**config.mk**
```make
export PLATFORM = sky130hd
export DESIGN_NAME = w5300_access_arbiter_flat
export DESIGN_NICKNAME = d
export VERILOG_FILES = /design/src/rtl/w5300_access_arbiter_if.sv /design/src/rtl/w5300_access_arbiter.sv /design/src/flat_wrapper.sv
export SDC_FILE = /design/constraint.sdc
export NUM_CORES = 1
export LEC_CHECK = 0
export ABC_AREA = 1
export BUFFER_PORTS_ARGS = -buffer_cell sky130_fd_sc_hd__buf_2
export CAP_MARGIN = 20
export CORE_ASPECT_RATIO = 0.75
export CORE_MARGIN = 3
export CORE_UTILIZATION = 45
export DETAILED_ROUTE_END_ITERATION = 8
export GPL_ROUTABILITY_DRIVEN = 0
export PLACE_DENSITY_LB_ADDON = 0.2
export SLEW_MARGIN = 15
export SYNTH_ARGS = -nofsm -noshare
export SYNTH_HDL_FRONTEND = slang
export SYNTH_SLANG_ARGS = --single-unit
```
**constraint.sdc**
```tcl
create_clock -name clk -period 1.3 [get_ports clk]
set_input_delay 0 -clock clk [delete_from_list [all_inputs] [get_ports clk]]
set_output_delay 0 -clock clk [all_outputs]
set_load 0.02 [all_outputs]
```
**src/rtl/w5300_access_arbiter_if.sv**
```systemverilog
// Command/requester bundle between the W5300 access arbiter, the host-bus
// interface block and the two requesters (port 0 config engine, port 1 data mover).
interface w5300_access_arbiter_if;
  logic [10:0]      ctrl_addr;
  logic [15:0]      ctrl_wr_data;
  logic [15:0]      ctrl_rd_data;
  logic             ctrl_op_state;
  logic [1:0]       req_valid;
  logic [1:0]       req_ready;
  logic [1:0]       req_write;
  logic [1:0][9:0]  req_addr;
  logic [1:0][15:0] req_wdata;
  logic [1:0]       rsp_valid;
  logic [15:0]      rsp_rdata;
  logic             init_done;
  logic             busy;

  modport master (
    output ctrl_addr, ctrl_wr_data,
    input  ctrl_rd_data, ctrl_op_state,
    input  req_valid, req_write, req_addr, req_wdata,
    output req_ready, rsp_valid, rsp_rdata, init_done, busy
  );

  modport slave (
    input  ctrl_addr, ctrl_wr_data,
    output ctrl_rd_data, ctrl_op_state,
    output req_valid, req_write, req_addr, req_wdata,
    input  req_ready, rsp_valid, rsp_rdata, init_done, busy
  );
endinterface

```
**src/rtl/w5300_access_arbiter.sv**
```systemverilog
// Shares the W5300 host-bus interface between two requesters: one register access
// per bus cycle, round-robin grant, parked read of PARK_ADDR when nobody asks.
module w5300_access_arbiter #(
  parameter logic [9:0] PARK_ADDR = 10'h000
) (
  input  logic                   clk,
  input  logic                   rst_n,
  w5300_access_arbiter_if.master bus
);

  localparam logic OP_WR = 1'b1;
  localparam logic OP_RD = 1'b0;

  typedef enum logic [1:0] {
    ST_BOOT,
    ST_PARK,
    ST_BUSY
  } state_t;

  state_t      state_q;
  logic        owner_q;
  logic        owner_write_q;
  logic        last_grant_q;
  logic [10:0] ctrl_addr_q;
  logic [15:0] ctrl_wr_data_q;
  logic [1:0]  rsp_valid_q;
  logic [15:0] rsp_rdata_q;
  logic        init_done_q;
  logic        busy_q;

  logic        grant_any_d;
  logic        grant_port_d;
  logic        sel_write_d;
  logic [9:0]  sel_addr_d;
  logic [15:0] sel_wdata_d;

  // Contention goes to the port that did not win last; a lone requester always wins.
  always_comb begin
    grant_any_d  = |bus.req_valid;
    grant_port_d = (&bus.req_valid) ? ~last_grant_q : bus.req_valid[1];
    sel_write_d  = bus.req_write[grant_port_d];
    sel_addr_d   = bus.req_addr[grant_port_d];
    sel_wdata_d  = bus.req_wdata[grant_port_d];
  end

  for (genvar gi = 0; gi < 2; gi++) begin : g_ready
    assign bus.req_ready[gi] = bus.ctrl_op_state & grant_any_d & (grant_port_d == (gi == 1));
  end

  // Commands only move on the edge closing an Idle strobe, so they are stable
  // for the whole ReadWrite phase of the interface.
  always_ff @(posedge clk or negedge rst_n) begin
    if (!rst_n) begin
      state_q        <= ST_BOOT;
      owner_q        <= 1'b0;
      owner_write_q  <= 1'b0;
      last_grant_q   <= 1'b1;
      ctrl_addr_q    <= {OP_RD, PARK_ADDR};
      ctrl_wr_data_q <= '0;
      rsp_valid_q    <= '0;
      rsp_rdata_q    <= '0;
      init_done_q    <= 1'b0;
      busy_q         <= 1'b0;
    end else begin
      rsp_valid_q <= '0;
      rsp_rdata_q <= '0;
      if (bus.ctrl_op_state) begin
        init_done_q <= 1'b1;
        if (state_q == ST_BUSY) begin
          rsp_valid_q[owner_q] <= 1'b1;
          rsp_rdata_q          <= owner_write_q ? 16'h0000 : bus.ctrl_rd_data;
        end
        if (grant_any_d) begin
          ctrl_addr_q    <= {sel_write_d ? OP_WR : OP_RD, sel_addr_d};
          ctrl_wr_data_q <= sel_write_d ? sel_wdata_d : 16'h0000;
          owner_q        <= grant_port_d;
          owner_write_q  <= sel_write_d;
          last_grant_q   <= grant_port_d;
          state_q        <= ST_BUSY;
          busy_q         <= 1'b1;
        end else begin
          ctrl_addr_q    <= {OP_RD, PARK_ADDR};
          ctrl_wr_data_q <= '0;
          owner_write_q  <= 1'b0;
          state_q        <= ST_PARK;
          busy_q         <= 1'b0;
        end
      end
    end
  end

  assign bus.ctrl_addr    = ctrl_addr_q;
  assign bus.ctrl_wr_data = ctrl_wr_data_q;
  assign bus.rsp_valid    = rsp_valid_q;
  assign bus.rsp_rdata    = rsp_rdata_q;
  assign bus.init_done    = init_done_q;
  assign bus.busy         = busy_q;

endmodule

```
**src/flat_wrapper.sv**
```systemverilog
// flat-port wrapper written by rule: the top's interface ports become plain ports
module w5300_access_arbiter_flat 
#(
  parameter logic [9:0] PARK_ADDR = 10'h000
)
  (clk, rst_n, bus_ctrl_addr, bus_ctrl_wr_data, bus_ctrl_rd_data, bus_ctrl_op_state, bus_req_valid, bus_req_write, bus_req_addr, bus_req_wdata, bus_req_ready, bus_rsp_valid, bus_rsp_rdata, bus_init_done, bus_busy);
  w5300_access_arbiter_if bus_i ();
  input  logic clk;
  input  logic rst_n;
  output wire logic [$bits(bus_i.ctrl_addr)-1:0] bus_ctrl_addr;
  output wire logic [$bits(bus_i.ctrl_wr_data)-1:0] bus_ctrl_wr_data;
  input wire logic [$bits(bus_i.ctrl_rd_data)-1:0] bus_ctrl_rd_data;
  input wire logic [$bits(bus_i.ctrl_op_state)-1:0] bus_ctrl_op_state;
  input wire logic [$bits(bus_i.req_valid)-1:0] bus_req_valid;
  input wire logic [$bits(bus_i.req_write)-1:0] bus_req_write;
  input wire logic [$bits(bus_i.req_addr)-1:0] bus_req_addr;
  input wire logic [$bits(bus_i.req_wdata)-1:0] bus_req_wdata;
  output wire logic [$bits(bus_i.req_ready)-1:0] bus_req_ready;
  output wire logic [$bits(bus_i.rsp_valid)-1:0] bus_rsp_valid;
  output wire logic [$bits(bus_i.rsp_rdata)-1:0] bus_rsp_rdata;
  output wire logic [$bits(bus_i.init_done)-1:0] bus_init_done;
  output wire logic [$bits(bus_i.busy)-1:0] bus_busy;
  assign bus_ctrl_addr = bus_i.ctrl_addr;
  assign bus_ctrl_wr_data = bus_i.ctrl_wr_data;
  assign bus_i.ctrl_rd_data = bus_ctrl_rd_data;
  assign bus_i.ctrl_op_state = bus_ctrl_op_state;
  assign bus_i.req_valid = bus_req_valid;
  assign bus_i.req_write = bus_req_write;
  assign bus_i.req_addr = bus_req_addr;
  assign bus_i.req_wdata = bus_req_wdata;
  assign bus_req_ready = bus_i.req_ready;
  assign bus_rsp_valid = bus_i.rsp_valid;
  assign bus_rsp_rdata = bus_i.rsp_rdata;
  assign bus_init_done = bus_i.init_done;
  assign bus_busy = bus_i.busy;
  w5300_access_arbiter #(.PARK_ADDR(PARK_ADDR)) u_core (.clk(clk), .rst_n(rst_n), .bus(bus_i));
endmodule
```
==> out/qor.yml <==
ys_top_cells_by_area: "dfrtp_1, nand2_1, nand3_1, nor3b_1, o211ai_2"
worst_setup_path_start_kind: "flip-flop"
drt_iter0_drc: 94
detail-route-antenna-nets: 0
crit_type: "flip-flop to output pin"
rows: 21
max_freq_mhz: 761.4
initial_core_util_pct: 49.03
crit_path_max_fanout: 5
antenna_cells: 0
drive_gt1_share_pct: 41.05
endpoint_kind: "output pin"
slew_headroom_pct: 69.88
finalSetupTns_ps: -13.42
synthToLayoutAreaGrowth_pct: 52.41
slowest_delay_ps: 560
crit_buf_inv: 3
setup_viol: 1
crit_required_ps: 1300
setup_slack_ps: -13.42
tightest_slew_ps: 451.8
grt_overflow: 0
cellPowerDensity_nw_per_um2: 1094
cts_num_sinks: 50
drc: 0
io_pins: 124
synth_seq_cells: 50
clockBufferDepth: 2
cts.htree.levels: 2
grt_first_pass_wirelength_um: 10250
cts_root_buffer: "clkbuf_8"
dpl_worst_slack_ps: -153.0
ys.warnings.count: 0
synthesis.nets: 333
grt_max_degree: 34
syn_area_per_cell_um2: 8.938
synth_top_area_share_pct: 53.17
crit_chain: "nand2_4 -> nand2_8 -> inv_6 -> nand2_4 -> inv_2 -> buf_6"
synth_cells: 258
peakVddDrop_mv: 0.7073
grtUsageTotal_pct: 22.33
status: "finished with violations"
grt_pass1_vias: 2314
finalPower_w: 0.003844
vias: 2319
cts_tree: "yes"
min_period_over_period_pct: 101.0
whs_ps: 16.59
synth_area_leader_cell: "dfrtp_1"
ys_seq_area_share_pct: 54.31
fin_crit_ps: 1313
arrival_ps: 1310
die_w_um: 88.66
layout.nets: 493
dr.pass1.iters: 4
violations: "negative setup slack"
hold_class: "primary input to flip-flop"
maxCapViolations: 0
crit_path_top_delay_cell: "dfstp_2"
antenna_found_initial: 0
fp.coreArea_um2: 4703
numCtsBuffers: 5
numPortBuffers: 123
drv_slew: 0
avgRoutedWirePerCell_um: 14.44
p_leak_nw: 2.034
dieArea_um2: 6028
die_h_um: 68.00
insertion_delay_ps: 290
clock_skew_ps: 5.556
routed_wl_um: 6873
post_synth_num_cell_types: 22
cp_top_family: "flip-flops"
hold_violations: 0
clkTransAtPathRegs_ps: 90
cp_common_cell: "nand2_4"
dp.final_hpwl_um: 4499
routed_via_density: 4.872
rsz0062_at_grt: "true"
synth.cell_area_um2: 2306
cell usage after synthesis, drive strengths merged:
library cell / instances
dfstp: 1
or2: 1
nor3b: 16
nand3: 33
clkbuf: 3
dfrtp: 49
o211ai: 10
nor3: 2
a21oi: 1
nor2: 3
nand2: 106
o21ai: 2
inv: 17
buf: 14
per-stage QoR:
step	cells	instance area (µm²)	util, %
floorplan	258	2306	-
finish	476	3515	74.73
detailed placement	432	2982	63.39
global placement	432	2982	63.39
global route	476	3515	74.73
CTS	472	3433	73.00
worst paths after layout:
check	startpoint	end	slack, ps	depth (start not counted)
min in group asynchronous	rst_n	u_core.bus.ctrl_addr[2]	180	2
max in group asynchronous	rst_n	u_core.bus.rsp_rdata[5]	590	3
setup reg to reg	u_core.last_grant_q	u_core.bus.ctrl_wr_data[7]	0	6
hold reg to reg	u_core.owner_q	u_core.bus.rsp_valid[0]	430	1
setup / recovery	u_core.last_grant_q	bus_req_ready[1]	-10	6
hold / removal	bus_req_addr[6]	u_core.bus.ctrl_addr[6]	20	5
cell usage in the layout (no fill, tap or decap), drive strengths merged:
cell,n
dfstp,1
o211ai,10
o21ai,2
dfrtp,49
bufinv,1
nor2,3
or2,1
a21oi,1
dlygate4sd3,28
nor3b,16
nand3,33
nor3,2
clkbuf,7
nand2,108
buf,140
inv,17
worst min-delay path, cell delays in order:
cell      delay [ps]
buf_2             80
inv_1             30
nand2_1           60
o211ai_2          70
nand2_1           50
cells by family (layout without fill, tap and decap cells):
logic type,after synthesis,in the layout,share of synthesized area [%]
AO/OA/AOI/OAI,13,13,5.643
flip-flops,50,50,54.31
buffers and inverters,34,193,8.464
AND/OR/NAND/NOR,161,163,31.58
final cells by class:
type	count	area (µm²)
timing repair buffer	168	1081
sequential	50	1252
fill	381	1189
tap	57	71.32
clock buffer	7	86.33
multi-input combinational	176	924.6
inverter	17	68.82
clock inverter	1	30.03
routing by layer:
metal | vias to the layer above | GRT usage, % | share of wire (%)
li1 | 1144 | - | -
met1 | 1072 | 27.38 | 41
met2 | 97 | 39.81 | 50
met3 | 6 | 5.295 | 7.8
met4 | 0 | 5.660 | 0.89
met5 | - | 0 | 0
registers in the layout, indices dropped and copies added (netlist names):
register and flops:
u_core.state_q 2, u_core.owner_write_q 1, u_core.bus.rsp_valid 2, u_core.owner_q 1, u_core.bus.rsp_rdata 16, u_core.bus.init_done 1, u_core.bus.ctrl_wr_data 16, u_core.bus.ctrl_addr 10
u_core.last_grant_q 1
where the power goes:
group	internal, W	total [W]	switching, W	leakage (nW)
registers	0.00168	0.00174	0.0000605	0.654
clock network	0.000628	0.00112	0.000496	0.0585
logic	0.000408	0.000982	0.000574	1.32
timing repair:
action	CTS	global route
buffers inserted	5	3
endpoints found under the hold margin	45	0
endpoints found under the setup margin	22	29
pin swaps	4	5
gates cloned	0	2
hold buffers	28	0
gates resized for setup	8	16
Note: power is estimated with default switching activity, not from simulation.
